===== config.mk =====
export PLATFORM = sky130hd
export DESIGN_NAME = vga_fade_sequencer_flat
export DESIGN_NICKNAME = d
export VERILOG_FILES = /design/src/rtl/vga_fade_sequencer_if.sv /design/src/rtl/vga_fade_sequencer.sv /design/src/flat_wrapper.sv
export SDC_FILE = /design/constraint.sdc
export NUM_CORES = 1
export LEC_CHECK = 0
export CAP_MARGIN = 20
export CORE_MARGIN = 1
export CORE_UTILIZATION = 46
export CTS_CLUSTER_DIAMETER = 80
export CTS_CLUSTER_SIZE = 20
export DETAILED_ROUTE_END_ITERATION = 10
export HOLD_SLACK_MARGIN = 0.05
export PLACE_DENSITY = 0.74
export SLEW_MARGIN = 20
export SYNTH_ARGS = -nofsm -noshare
export SYNTH_HDL_FRONTEND = slang
export SYNTH_SLANG_ARGS = --single-unit
export TNS_END_PERCENT = 20

===== constraint.sdc =====
create_clock -name clk -period 1.9 [get_ports clk]
set_input_delay 0.285 -clock clk [delete_from_list [all_inputs] [get_ports clk]]
set_output_delay 0.285 -clock clk [all_outputs]
set_load 0.01 [all_outputs]

===== src/rtl/vga_fade_sequencer_if.sv =====
// Bundles the timing-generator inputs, fade commands and scaler-side outputs of vga_fade_sequencer.
// test_sel exists only when VGA_TEST_PATTERN_EN is defined.
interface vga_fade_sequencer_if;
  logic       h_active;
  logic       v_active;
  logic       hsync_i;
  logic       vsync_i;
  logic       frame_start;
  logic [5:0] pix_rgb;
  logic       fade_in_req;
  logic       fade_out_req;
`ifdef VGA_TEST_PATTERN_EN
  logic       test_sel;
`endif
  logic       scaler_en;
  logic [1:0] r_d;
  logic [1:0] g_d;
  logic [1:0] b_d;
  logic       hsync_o;
  logic       vsync_o;
  logic [1:0] level;
  logic       busy;

  modport master (
    output h_active, v_active, hsync_i, vsync_i, frame_start, pix_rgb,
           fade_in_req, fade_out_req,
`ifdef VGA_TEST_PATTERN_EN
           test_sel,
`endif
    input  scaler_en, r_d, g_d, b_d, hsync_o, vsync_o, level, busy
  );

  modport slave (
    input  h_active, v_active, hsync_i, vsync_i, frame_start, pix_rgb,
           fade_in_req, fade_out_req,
`ifdef VGA_TEST_PATTERN_EN
           test_sel,
`endif
    output scaler_en, r_d, g_d, b_d, hsync_o, vsync_o, level, busy
  );
endinterface


===== src/rtl/vga_fade_sequencer.sv =====
// VGA output sequencer: 2-stage pixel/sync pipeline, shared scaler enable and frame-synchronous fade.
// Optional macro VGA_TEST_PATTERN_EN adds a column-counter colour-bar source selected by test_sel.
module vga_fade_sequencer #(
  parameter int FRAMES_PER_STEP = 4,
  parameter int FCNT_W          = 8,
  parameter bit SYNC_ACTIVE     = 1'b0,
  parameter int PAT_SHIFT       = 4
) (
  input logic                 clk,
  input logic                 rst_n,
  vga_fade_sequencer_if.slave bus
);
  typedef enum logic [1:0] {OFF, FADE_IN, ON, FADE_OUT} state_t;

  localparam logic [FCNT_W-1:0] STEP_LAST = FCNT_W'(FRAMES_PER_STEP - 1);

  state_t            state, state_nx;
  logic [1:0]        level, level_nx;
  logic [FCNT_W-1:0] fcnt, fcnt_nx;
  logic              want_in, want_out, step;

  // fade_out has priority when both requests arrive together
  assign want_out = bus.fade_out_req;
  assign want_in  = bus.fade_in_req & ~bus.fade_out_req;
  assign step     = bus.frame_start && (fcnt == STEP_LAST);

  always_ff @(posedge clk) begin
    if (!rst_n) begin
      state <= OFF;
      level <= 2'd0;
      fcnt  <= '0;
    end else begin
      state <= state_nx;
      level <= level_nx;
      fcnt  <= fcnt_nx;
    end
  end

  always_comb begin
    state_nx = state;
    level_nx = level;
    fcnt_nx  = fcnt;
    case (state)
      OFF: if (want_in) begin
        state_nx = FADE_IN;
        fcnt_nx  = '0;
      end
      ON: if (want_out) begin
        state_nx = FADE_OUT;
        fcnt_nx  = '0;
      end
      FADE_IN: begin
        if (want_out) begin
          state_nx = FADE_OUT;
          fcnt_nx  = '0;
        end else if (bus.frame_start) begin
          if (step) begin
            fcnt_nx  = '0;
            level_nx = level + 2'd1;
            if (level == 2'd2) state_nx = ON;
          end else begin
            fcnt_nx = fcnt + 1'b1;
          end
        end
      end
      FADE_OUT: begin
        if (want_in) begin
          state_nx = FADE_IN;
          fcnt_nx  = '0;
        end else if (bus.frame_start) begin
          if (step) begin
            fcnt_nx  = '0;
            level_nx = level - 2'd1;
            if (level == 2'd1) state_nx = OFF;
          end else begin
            fcnt_nx = fcnt + 1'b1;
          end
        end
      end
      default: state_nx = OFF;
    endcase
  end

  // Stage 1: raw input capture
  logic [5:0] s1_pix;
  logic       s1_h, s1_v, s1_hs, s1_vs;

  always_ff @(posedge clk) begin
    if (!rst_n) begin
      s1_pix <= '0;
      s1_h   <= 1'b0;
      s1_v   <= 1'b0;
      s1_hs  <= ~SYNC_ACTIVE;
      s1_vs  <= ~SYNC_ACTIVE;
    end else begin
      s1_pix <= bus.pix_rgb;
      s1_h   <= bus.h_active;
      s1_v   <= bus.v_active;
      s1_hs  <= bus.hsync_i;
      s1_vs  <= bus.vsync_i;
    end
  end

  logic [5:0] src;

`ifdef VGA_TEST_PATTERN_EN
  logic [10:0] col;
  logic        s1_tsel;

  always_ff @(posedge clk) begin
    if (!rst_n) begin
      col     <= '0;
      s1_tsel <= 1'b0;
    end else begin
      s1_tsel <= bus.test_sel;
      if (!s1_h)            col <= '0;
      else if (s1_h & s1_v) col <= col + 11'd1;
    end
  end

  assign src = s1_tsel ? col[PAT_SHIFT+5:PAT_SHIFT] : s1_pix;
`else
  assign src = s1_pix;
`endif

  // Saturating subtract of (3 - level); never wraps below zero
  function automatic logic [1:0] atten(input logic [1:0] d, input logic [1:0] sh);
    return (d > sh) ? d - sh : 2'd0;
  endfunction

  logic [1:0] shift;
  logic       en_nx;
  logic [1:0] r_nx, g_nx, b_nx;

  assign shift = 2'd3 - level;
  assign en_nx = s1_h & s1_v & (state != OFF);
  assign r_nx  = en_nx ? atten(src[5:4], shift) : 2'd0;
  assign g_nx  = en_nx ? atten(src[3:2], shift) : 2'd0;
  assign b_nx  = en_nx ? atten(src[1:0], shift) : 2'd0;

  // Stage 2: scaler-facing registers
  logic       s2_en, s2_hs, s2_vs;
  logic [1:0] s2_r, s2_g, s2_b;

  always_ff @(posedge clk) begin
    if (!rst_n) begin
      s2_en <= 1'b0;
      s2_r  <= 2'd0;
      s2_g  <= 2'd0;
      s2_b  <= 2'd0;
      s2_hs <= ~SYNC_ACTIVE;
      s2_vs <= ~SYNC_ACTIVE;
    end else begin
      s2_en <= en_nx;
      s2_r  <= r_nx;
      s2_g  <= g_nx;
      s2_b  <= b_nx;
      s2_hs <= s1_hs;
      s2_vs <= s1_vs;
    end
  end

  assign bus.scaler_en = s2_en;
  assign bus.r_d       = s2_r;
  assign bus.g_d       = s2_g;
  assign bus.b_d       = s2_b;
  assign bus.hsync_o   = s2_hs;
  assign bus.vsync_o   = s2_vs;
  assign bus.level     = level;
  assign bus.busy      = (state == FADE_IN) || (state == FADE_OUT);
endmodule

===== src/flat_wrapper.sv =====
// flat-port wrapper written by rule: the top's interface ports become plain ports
module vga_fade_sequencer_flat 
#(
  parameter int FRAMES_PER_STEP = 4,
  parameter int FCNT_W          = 8,
  parameter bit SYNC_ACTIVE     = 1'b0,
  parameter int PAT_SHIFT       = 4
)
  (clk, rst_n, bus_h_active, bus_v_active, bus_hsync_i, bus_vsync_i, bus_frame_start, bus_pix_rgb, bus_fade_in_req, bus_fade_out_req, bus_scaler_en, bus_r_d, bus_g_d, bus_b_d, bus_hsync_o, bus_vsync_o, bus_level, bus_busy);
  vga_fade_sequencer_if bus_i ();
  input logic clk;
  input logic rst_n;
  input wire logic [$bits(bus_i.h_active)-1:0] bus_h_active;
  input wire logic [$bits(bus_i.v_active)-1:0] bus_v_active;
  input wire logic [$bits(bus_i.hsync_i)-1:0] bus_hsync_i;
  input wire logic [$bits(bus_i.vsync_i)-1:0] bus_vsync_i;
  input wire logic [$bits(bus_i.frame_start)-1:0] bus_frame_start;
  input wire logic [$bits(bus_i.pix_rgb)-1:0] bus_pix_rgb;
  input wire logic [$bits(bus_i.fade_in_req)-1:0] bus_fade_in_req;
  input wire logic [$bits(bus_i.fade_out_req)-1:0] bus_fade_out_req;
  output wire logic [$bits(bus_i.scaler_en)-1:0] bus_scaler_en;
  output wire logic [$bits(bus_i.r_d)-1:0] bus_r_d;
  output wire logic [$bits(bus_i.g_d)-1:0] bus_g_d;
  output wire logic [$bits(bus_i.b_d)-1:0] bus_b_d;
  output wire logic [$bits(bus_i.hsync_o)-1:0] bus_hsync_o;
  output wire logic [$bits(bus_i.vsync_o)-1:0] bus_vsync_o;
  output wire logic [$bits(bus_i.level)-1:0] bus_level;
  output wire logic [$bits(bus_i.busy)-1:0] bus_busy;
  assign bus_i.h_active = bus_h_active;
  assign bus_i.v_active = bus_v_active;
  assign bus_i.hsync_i = bus_hsync_i;
  assign bus_i.vsync_i = bus_vsync_i;
  assign bus_i.frame_start = bus_frame_start;
  assign bus_i.pix_rgb = bus_pix_rgb;
  assign bus_i.fade_in_req = bus_fade_in_req;
  assign bus_i.fade_out_req = bus_fade_out_req;
  assign bus_scaler_en = bus_i.scaler_en;
  assign bus_r_d = bus_i.r_d;
  assign bus_g_d = bus_i.g_d;
  assign bus_b_d = bus_i.b_d;
  assign bus_hsync_o = bus_i.hsync_o;
  assign bus_vsync_o = bus_i.vsync_o;
  assign bus_level = bus_i.level;
  assign bus_busy = bus_i.busy;
  vga_fade_sequencer #(.FRAMES_PER_STEP(FRAMES_PER_STEP), .FCNT_W(FCNT_W), .SYNC_ACTIVE(SYNC_ACTIVE), .PAT_SHIFT(PAT_SHIFT)) u_core (.clk(clk), .rst_n(rst_n), .bus(bus_i));
endmodule

==> impl_table.tex <==
\begin{tabular}{lr}
\hline
Metric & Value \\
\hline
\multicolumn{2}{l}{\textbf{Status}} \\
\quad Outcome & complete, but fails checks \\
\quad Failing checks & design-rule violations \\
\multicolumn{2}{l}{\textbf{Power and ir drop}} \\
\quad Switching share of power & 27.8\% \\
\quad Cell internal pwr & 1.20 mW \\
\quad Power per Cell Area & 852 nW/um2 \\
\quad Switching Power & 0.461 mW \\
\quad Proportion of power drawn by flip-flops and latches & 43.0\% \\
\quad Cell leakage power & 0.834 nW \\
\quad Peak supply drop & 678 uV \\
\quad Combinational share of power & 24.7\% \\
\quad Clk network pwr share & 32.4\% \\
\multicolumn{2}{l}{\textbf{Setup path}} \\
\quad Arr. time, crit path & 1570 ps \\
\quad R2R depth & 7 \\
\quad Startpoint kind of the worst setup timing path & register \\
\quad Worst Setup EP & bus\_busy \\
\quad Critical path endpoint category & output port \\
\quad Critical-path maximum fanout & 5 \\
\quad Worst EP required & 1620 ps \\
\quad Reg-to-reg critical path startpoint & u\_core.state[0] \\
\quad Register-to-register path setup slack & 90 ps \\
\quad Setup crit start & u\_core.state[1] \\
\quad Reg-to-Reg End & u\_core.fcnt[6] \\
\quad Crit Path Category & reg -> out \\
\multicolumn{2}{l}{\textbf{Job}} \\
\quad Number of maximum-capacitance constraint violations & 0 \\
\multicolumn{2}{l}{\textbf{Global route}} \\
\quad Total track usage & 18.5\% \\
\quad Global-route wire length before repair & 4.58 mm \\
\quad Number of global-route vias before repair & 1,098 \\
\quad Pin count of the biggest net entering global routing & 18 \\
\quad Antenna violations before repair & 0 \\
\quad Global route total overflow & 0 \\
\multicolumn{2}{l}{\textbf{Final layout}} \\
\quad Share of the core filled with cells in the final layout & 63.8\% \\
\quad Post-route standard cell area excluding fillers & 1950 um2 \\
\quad Area Growth Syn to Fin & 32.4\% \\
\quad Final cell count without fillers & 242 \\
\quad Total inserted antenna cells & 0 \\
\quad Filler Cells Inserted & 265 \\
\quad Final \#Nets & 229 \\
\quad Share of layout cells above drive strength 1 & 13.6\% \\
\quad Area of the multi-input gates & 801 um2 \\
\quad Register area & 626 um2 \\
\multicolumn{2}{l}{\textbf{Placement}} \\
\quad Area after DPL & 1850 um2 \\
\quad Number of placed instances, taps included & 234 \\
\quad PortBufs & 26 \\
\quad HPWL after DPL & 2.14 mm \\
\quad Gp weighted congestion & 0.840 \\
\multicolumn{2}{l}{\textbf{Yosys}} \\
\quad Average cell area after synthesis & 9.42 um2 \\
\quad Most area-consuming cells after synthesis & sky130\_fd\_sc\_hd\_\_dfxtp\_1 (42\%), sky130\_fd\_sc\_hd\_\_ha\_1 (12\%), sky130\_fd\_sc\_hd\_\_nand2\_1 (5.1\%) \\
\quad Yosys Warn Count & 0 \\
\quad Post-synth top area share & 42.2\% \\
\quad Seq cells post-synth & 31 \\
\quad Net count after synthesis & 188 \\
\quad Mapped Cells & 156 \\
\quad Library cells used by synthesis & 37 \\
\quad Sequential element share of the synthesized area & 42.2\% \\
\quad Post-synthesis cell type with the largest combined area & sky130\_fd\_sc\_hd\_\_dfxtp\_1 \\
\quad Area of the mapped netlist & 1470 um2 \\
\multicolumn{2}{l}{\textbf{Floorplan}} \\
\quad Row Count & 20 \\
\quad Placeable core region & 3050 um2 \\
\quad IO Pins & 27 \\
\quad Area of the die & 3430 um2 \\
\quad Die Height & 58.5 um \\
\quad Initial Utilization & 48.2\% \\
\quad Die X-Extent & 58.5 um \\
\multicolumn{2}{l}{\textbf{Timing}} \\
\quad Total setup violations reported at the end of the flow & 0 \\
\quad Max-Slew Margin vs Limit & 75.4\% \\
\quad Worst-case clock skew & 8.29 ps \\
\quad Max Transition Viols Final & 0 \\
\quad Top achievable clock speed & 540 MHz \\
\quad Minimum period implied by the final worst setup slack & 1850 ps \\
\quad Share of the cycle needed by the critical path after routing & 97.4\% \\
\quad Slew @ Worst Pin & 366 ps \\
\quad RSZ-0062 raised after global routing & true \\
\quad Final hold viol count & 0 \\
\quad Setup Total Neg Slack & 0 ps \\
\multicolumn{2}{l}{\textbf{Worst hold path}} \\
\quad Class of the worst hold path & reg -> reg \\
\quad Cells on Worst Hold Path & 1 \\
\multicolumn{2}{l}{\textbf{Routing}} \\
\quad DRC & 1 \\
\quad Detail Route met3 WL & 156 um \\
\quad Aggregate routed wire length & 2.82 mm \\
\quad Drt initial violations & 49 \\
\quad Top routing layer in use & met4 \\
\quad Routed vias/inst & 4.93 \\
\quad DR vias & 1,193 \\
\quad Routed WL per cell & 11.6 um \\
\quad Met2 Routed Length & 1.37 mm \\
\quad Number of nets with antenna violations after detailed routing & 0 \\
\quad Routed metal-1 wirelength & 1.25 mm \\
\quad Iteration count of the initial detailed-routing pass & 7 \\
\multicolumn{2}{l}{\textbf{Clock tree}} \\
\quad Sinks on the clock net & 31 \\
\quad CTS clk-pin slew, worst paths & 100 ps \\
\quad Number of CTS-inserted buffers & 5 \\
\quad CTS Root Buffer Type & sky130\_fd\_sc\_hd\_\_clkbuf\_4 \\
\quad Longest Clk Path Bufs & 2 \\
\quad Htree depth & 2 \\
\quad TritonCTS clock tree & built \\
\quad Clock latency at the later pin of the worst-skew pair & 330 ps \\
\hline
\end{tabular}
==> layout make-up <==
class	count	area share, %
clock inverters	2	1.80
well taps	44	2.83
inverters	14	2.70
repair buffers	35	16.8
flip-flops and latches	31	32.1
multi-input cells	110	41.1
clock buffers	6	2.63
==> worst max-delay path: stages (launching register included) <==
cell and delay, ps:
sky130_fd_sc_hd__dfxtp_4 380, sky130_fd_sc_hd__inv_1 70, sky130_fd_sc_hd__ha_2 210, sky130_fd_sc_hd__or2_2 300, sky130_fd_sc_hd__dlygate4sd2_1 280
==> how the worst min path moves through the flow <==
stage | startpoint | endpoint | slack [ps]
5_1_grt | u_core.s1_vs | u_core.bus.vsync_o | 440
2_1_floorplan | rst_n | u_core.bus.hsync_o | 360
3_3_place_gp | u_core.s1_vs | u_core.bus.vsync_o | 390
6_report | u_core.s1_vs | u_core.bus.vsync_o | 420
4_1_cts | u_core.s1_vs | u_core.bus.vsync_o | 430
3_5_place_dp | u_core.s1_vs | u_core.bus.vsync_o | 410
==> cells by family (layout without fill, tap and decap cells) <==
kind of cell / after synthesis / in the layout / share of synthesized area (%)
AOI/OAI and AO/OA: 20 / 20 / 9.62
xor gates and xnor gates: 6 / 6 / 3.58
DFF: 31 / 31 / 42.2
adders and majority gates: 17 / 17 / 16.0
buffers and inverters: 15 / 57 / 3.83
and+or+nand+nor: 65 / 65 / 23.4
muxes: 2 / 2 / 1.36
==> routing by layer <==
metal	global-route usage, %	up-vias
met5	0	-
met4	6.12	0
met3	6.81	5
met2	33.3	34
met1	19.9	558
li1	-	596
==> flip-flops by register name, indices dropped and copies added (netlist names) <==
name and count:
u_core.bus.scaler_en 1, u_core.bus.hsync_o 1, u_core.bus.level 2, u_core.bus.vsync_o 1, u_core.bus.b_d 2, u_core.s1_h 1, u_core.bus.g_d 2, u_core.bus.r_d 2
u_core.s1_vs 1, u_core.s1_v 1, u_core.state 2, u_core.fcnt 8, u_core.s1_pix 6, u_core.s1_hs 1
==> power groups by stage <==
stage | combinational [mW] | sequential, mW | clock (mW)
after floorplan | 0.263 | 0.716 | 0
after global placement | 0.395 | 0.718 | 0
after detailed placement | 0.409 | 0.722 | 0
after CTS | 0.406 | 0.709 | 0.553
after global routing | 0.455 | 0.718 | 0.585
final | 0.409 | 0.713 | 0.537
==> what timing repair did <==
| action | 4_1_cts | 5_1_grt |
|---|---|---|
| setup endpoints to repair | 1 | 5 |
| resized for setup | 3 | 3 |
| pin swaps | 0 | 1 |
| hold buffers | 0 | 0 |
| buffers inserted | 0 | 0 |
==> Yosys cell counts <==
library cell               instances
sky130_fd_sc_hd__nand3_1           3
sky130_fd_sc_hd__a211oi_1          1
sky130_fd_sc_hd__o32a_1            1
sky130_fd_sc_hd__a211o_1           1
sky130_fd_sc_hd__mux2i_1           2
sky130_fd_sc_hd__fa_1              3
sky130_fd_sc_hd__nand2_1          20
sky130_fd_sc_hd__nor4_4            1
sky130_fd_sc_hd__or2_2             1
sky130_fd_sc_hd__and3_1            2
sky130_fd_sc_hd__xnor2_1           3
sky130_fd_sc_hd__o211ai_2          1
sky130_fd_sc_hd__a31oi_1           3
sky130_fd_sc_hd__o22ai_1           1
sky130_fd_sc_hd__nor3_1            1
sky130_fd_sc_hd__nand3b_1          1
sky130_fd_sc_hd__a21boi_0          1
sky130_fd_sc_hd__a22o_1            1
sky130_fd_sc_hd__dfxtp_1          31
sky130_fd_sc_hd__nor2_1           16
sky130_fd_sc_hd__a22oi_1           2
sky130_fd_sc_hd__ha_1             14
sky130_fd_sc_hd__nand2b_4          1
sky130_fd_sc_hd__clkbuf_1          1
sky130_fd_sc_hd__a41oi_1           1
sky130_fd_sc_hd__nand2b_1          5
sky130_fd_sc_hd__nand4_1           1
sky130_fd_sc_hd__and4_1            1
sky130_fd_sc_hd__and3_2            1
sky130_fd_sc_hd__xor2_1            3
sky130_fd_sc_hd__o21bai_1          1
sky130_fd_sc_hd__and2_1            8
sky130_fd_sc_hd__or4_4             1
sky130_fd_sc_hd__a21oi_1           2
sky130_fd_sc_hd__inv_1            14
sky130_fd_sc_hd__o21ai_0           4
sky130_fd_sc_hd__nor2b_1           2
==> stage by stage <==
step	power (mW)	setup WS [ps]	hold WS (ps)
6_report	1.66	49.0	422
5_1_grt	1.76	-34.7	440
4_1_cts	1.67	13.2	429
3_5_place_dp	1.13	-40.5	406
3_3_place_gp	1.11	38.2	389
2_1_floorplan	0.979	45.1	358
==> layout by cell type (no fill, tap or decap), drive strengths merged, types with 4 or more instances in the layout <==
cell | synthesis | final
nand2b | 6 | 6
ha | 14 | 14
nand2 | 20 | 20
buf | 0 | 9
dfxtp | 31 | 31
clkdlybuf4s50 | 0 | 25
inv | 14 | 14
clkbuf | 1 | 6
o21ai | 4 | 4
and2 | 8 | 8
nor2 | 16 | 16
No activity file was read; power rests on OpenSTA's default activity.
